--- config.mk ---
export PLATFORM = sky130hd
export DESIGN_NAME = seq_restoring_divider
export DESIGN_NICKNAME = d
export VERILOG_FILES = /design/src/rtl/seq_restoring_divider.sv
export SDC_FILE = /design/constraint.sdc
export NUM_CORES = 1
export LEC_CHECK = 0
export BUFFER_PORTS_ARGS = -buffer_cell sky130_fd_sc_hd__buf_2
export CORE_UTILIZATION = 49
export CTS_CLUSTER_SIZE = 8
export DETAILED_ROUTE_END_ITERATION = 8
export PLACE_DENSITY = 0.74
export SYNTH_ARGS = -nofsm -noshare
export SYNTH_HDL_FRONTEND = slang
export SYNTH_SLANG_ARGS = --single-unit
--- constraint.sdc ---
create_clock -name clk -period 3.9 [get_ports clk]
set_clock_uncertainty 0.2 [all_clocks]
set_input_delay 0.39 -clock clk [delete_from_list [all_inputs] [get_ports clk]]
set_output_delay 0.39 -clock clk [all_outputs]
set_load 0.01 [all_outputs]
--- src/rtl/seq_restoring_divider.sv ---
// Unsigned restoring divider, one quotient bit per clock via a full_adder chain.
// Optional DIVIDER_ZERO_FAST_EN: divisor=0 completes on the accept edge.
module full_adder (
  input  logic a_i,
  input  logic b_i,
  input  logic c_i,
  output logic s_o,
  output logic c_o
);
  assign s_o = a_i ^ b_i ^ c_i;
  assign c_o = (a_i & b_i) | (c_i & (a_i ^ b_i));
endmodule

module seq_restoring_divider #(
  parameter int unsigned WIDTH = 8
) (
  input  logic             clk,
  input  logic             rst,
  input  logic             start,
  input  logic [WIDTH-1:0] dividend,
  input  logic [WIDTH-1:0] divisor,
  output logic             ready,
  output logic             busy,
  output logic             done,
  output logic [WIDTH-1:0] quotient,
  output logic [WIDTH-1:0] remainder,
  output logic             div_by_zero
);
  localparam int unsigned CW = $clog2(WIDTH + 1);

  typedef enum logic [1:0] {
    IDLE,
    RUN,
    DONE
  } state_t;

  state_t           state_q, state_d;
  logic [WIDTH-1:0] d_q, d_d;
  logic [WIDTH-1:0] q_q, q_d;
  logic [WIDTH-1:0] r_q, r_d;
  logic [CW-1:0]    cnt_q, cnt_d;
  logic             z_q, z_d;
  logic [WIDTH-1:0] quo_q, quo_d;
  logic [WIDTH-1:0] rem_q, rem_d;
  logic             dbz_q, dbz_d;

  logic [WIDTH:0]   r_sh;
  logic [WIDTH:0]   diff;
  logic [WIDTH:0]   carry;
  logic [WIDTH-1:0] nd;

  // Partial remainder stays below the divisor, so WIDTH bits hold it;
  // the shifted value needs one extra bit for the trial subtract.
  assign r_sh     = {r_q, q_q[WIDTH-1]};
  assign nd       = ~d_q;
  assign carry[0] = 1'b1;

  for (genvar i = 0; i < WIDTH; i++) begin : g_sub
    full_adder u_fa (
      .a_i (r_sh[i]),
      .b_i (nd[i]),
      .c_i (carry[i]),
      .s_o (diff[i]),
      .c_o (carry[i+1])
    );
  end

  // Top bit of divisor is an implicit 0, inverted to 1.
  assign diff[WIDTH] = ~(r_sh[WIDTH] ^ carry[WIDTH]);

  always_comb begin
    state_d = state_q;
    d_d     = d_q;
    q_d     = q_q;
    r_d     = r_q;
    cnt_d   = cnt_q;
    z_d     = z_q;
    quo_d   = quo_q;
    rem_d   = rem_q;
    dbz_d   = dbz_q;
    unique case (state_q)
      IDLE, DONE: begin
        if (start) begin
          d_d     = divisor;
          q_d     = dividend;
          r_d     = '0;
          cnt_d   = CW'(WIDTH);
          z_d     = (divisor == '0);
          state_d = RUN;
`ifdef DIVIDER_ZERO_FAST_EN
          if (divisor == '0) begin
            quo_d   = '1;
            rem_d   = dividend;
            dbz_d   = 1'b1;
            state_d = DONE;
          end
`endif
        end else if (state_q == DONE) begin
          state_d = IDLE;
        end
      end
      RUN: begin
        q_d   = {q_q[WIDTH-2:0], ~diff[WIDTH]};
        r_d   = diff[WIDTH] ? r_sh[WIDTH-1:0] : diff[WIDTH-1:0];
        cnt_d = cnt_q - CW'(1);
        if (cnt_q == CW'(1)) begin
          quo_d   = q_d;
          rem_d   = r_d;
          dbz_d   = z_q;
          state_d = DONE;
        end
      end
      default: state_d = IDLE;
    endcase
  end

  always_ff @(posedge clk) begin
    if (rst) begin
      state_q <= IDLE;
      d_q     <= '0;
      q_q     <= '0;
      r_q     <= '0;
      cnt_q   <= '0;
      z_q     <= 1'b0;
      quo_q   <= '0;
      rem_q   <= '0;
      dbz_q   <= 1'b0;
    end else begin
      state_q <= state_d;
      d_q     <= d_d;
      q_q     <= q_d;
      r_q     <= r_d;
      cnt_q   <= cnt_d;
      z_q     <= z_d;
      quo_q   <= quo_d;
      rem_q   <= rem_d;
      dbz_q   <= dbz_d;
    end
  end

  assign ready       = (state_q != RUN);
  assign busy        = (state_q == RUN);
  assign done        = (state_q == DONE);
  assign quotient    = quo_q;
  assign remainder   = rem_q;
  assign div_by_zero = dbz_q;
endmodule

==> metrics.cfg <==
[run_status]
failed_checks = negative setup slack
status = finished with violations

[finish]
syn2layout_area_growth_pct = 23.9
drive_gt1_share_pct = 35.3
finalNetCount = 294
stdcell_count = 316
diodes = 0

[timing]
rsz0062_at_grt = yes
maxSlewViolCount = 0
fin_ws_ns = -0.103
setup_viol = 16
hold_viol_final = 0
fin_setup_tns_ns = -1.13
fin_crit_ns = 4.00
maxSlewHeadroom_pct = 35.3
finalCritPeriodShare_pct = 103
timing.hold.ws_ns = 0.133
fmax_mhz = 250
worst_pin_slew_ns = 0.967

[floorplanning]
num_rows = 23
die_w_um = 68.0
die_height_um = 68.0
ioPinCount = 39
core_area_mm2 = 0.00409
initial_core_util_pct = 52.2
die_area_mm2 = 0.00462

[cts]
clk_path_buf_depth = 2
ctsHoldBuffers = 0
clk_pin_slew_ns = 0.09
h-tree-depth = 2
clk-insertion-delay-late_ns = 0.30
cts-buffers-inserted = 5
cts_sinks = 48
cts-root-buf = clkbuf_8
cts_tree = built

[grt]
gr-total-overflow = 0
grt_pass1_wl_mm = 7.34
grt_util_all_layers_pct = 21.2
grt_pass1_vias = 1539
antenna_found_initial = 0
grt_max_degree = 43

[setup_path]
critPathBufInv = 5
critPathCaptureType = register
cp_max_fo = 6
arrival_ns = 3.96
cp_slowest_stage_delay_ns = 0.38
crit_chain = inv_2, ha_4, inv_2, fa_2, fa_2, fa_2, fa_2, inv_2, fa_2, inv_2, fa_2, fa_2, xor2_4, buf_12, mux2i_4, a211oi_2
cp-start-kind = register
cpMostUsedCell = fa_2
path_class = register to register
crit_family = adder cells
cp.required_ns = 3.86
slowest_stage = fa_2

[synthesis]
synth_area_per_cell_um2 = 9.35
netlist_area_mm2 = 0.00213
synth_top_family_by_area = compound AO/OA/AOI/OAI gates
synth_edf_count = 0
synth-simple-area-share_pct = 14.7
synthCells = 228
async_flop_share_pct = 0
synth-adder-area-share_pct = 8.33
synth_most_common_cell = dfxtp_1
synth_top_area_share_pct = 45.1
synthMuxAreaShare_pct = 3.87
yosys_warnings = 0
synth_fp_nets = 257
seq_area_frac_synth_pct = 45.1
synth-xor-area-share_pct = 1.29
ys_types = 34
ys_ff_latch = 48
synth_area_leaders = dfxtp_1, a21oi_1, fa_1
synth_compound_area_share_pct = 21.0
synth_top_area_cell = dfxtp_1
netlist_top_cells_count = dfxtp_1, a21oi_1, nand2_1, nand3_1, inv_1
synth_flop_cell = dfxtp_1

[drt]
drtIter0Drc = 136
finalWirelength_mm = 4.60
detail_route.wl_per_cell_um = 14.6
dr.pass1.iters = 4
vias_per_cell = 5.51
ant_nets = 0
drc = 0
num_vias = 1742

[hold_path]
hold_class = input port to register

[placed_design]
hpwl_mm = 3.03
dp.cells = 306
io_buffer_count = 38
gp_congestion = 0.785

[power]
leakagePower_nw = 0.988
cellPowerDensity_mw_per_mm2 = 464
ir_drop_mv = 0.304
p_total_mw = 1.22

[run]
drv_cap = 0

[cells by family after synthesis]
kind of cell / count (synthesis)
compound gates: 69
fa+ha+maj: 10
xor+xnor: 1
simple gates: 61
flops: 48
mux: 8
buf+inv: 31
[cell type report]
type	instances	area, µm²
Clock inverter	3	42.5
Multi-Input combinational cell	149	1180
Sequential cell	48	963
Timing Repair Buffer	46	270
Clock buffer	5	68.8
Tap cell	50	62.6
Fill cell	338	1450
Inverter	15	56.3
[stage by stage]
| stage | util, % | area [µm²] | setup WS, ns |
|---|---|---|---|
| 6_report | 64.6 | 2640 | -0.103 |
| 3_3_place_gp | 58.7 | 2400 | -0.122 |
| 2_1_floorplan | - | 2150 | -0.0779 |
| 4_1_cts | 62.8 | 2570 | -0.0854 |
| 3_5_place_dp | 58.7 | 2400 | -0.185 |
| 5_1_grt | 64.6 | 2640 | -0.250 |
[registers in the layout (all words and copies together), names as in the netlist]
signal       count
cnt_q            4
d_q              8
div_by_zero      1
q_q              8
quotient         8
r_q              8
remainder        8
state_q          2
z_q              1
[worst min-delay path: stages]
cell     delay [ns]
buf_2          0.10
nand2_1        0.05
a21oi_1        0.05
[power by group]
group / internal, mW / switching (mW)
combinational: 0.163 / 0.164
clock: 0.190 / 0.166
sequential: 0.516 / 0.0249
[placed cells by master (no fill, tap or decap), drive strengths merged, types with 2 or more instances in the layout]
master   count
fa           7
buf         46
nor2b        2
clkbuf       5
a21oi       35
dfxtp       48
nand2       20
nand2b       6
a22oi        7
nor3         4
o22ai        2
a211oi       7
mux2         2
nor2         2
inv         15
ha           3
o2bb2ai      8
nand3       20
mux2i        6
o21ai        8
nor4         2
[per-layer routing]
layer	GRT usage, %	vias up	routed length [µm]
met5	0	-	0
met4	4.95	0	48
met3	5.50	7	234
met2	31.7	49	2130
met1	30.4	813	2180
li1	-	873	-
[repair_timing]
action                                  in CTS  in global routing
gates resized for setup                     12                 14
buffers inserted                             1                  1
pin swaps                                    3                  4
endpoints found under the setup margin      18                 18
[path summary, 6_finish.rpt]
kind               from            to  slack (ns)  depth (start not counted)
max              q_q[7]  remainder[1]       -0.10                         16
min reg2reg      d_q[2]        d_q[2]        0.26                          2
max reg2reg      q_q[7]  remainder[1]       -0.10                         16
min          divisor[3]        d_q[3]        0.13                          3
Note: power is estimated with default switching activity, not from simulation.
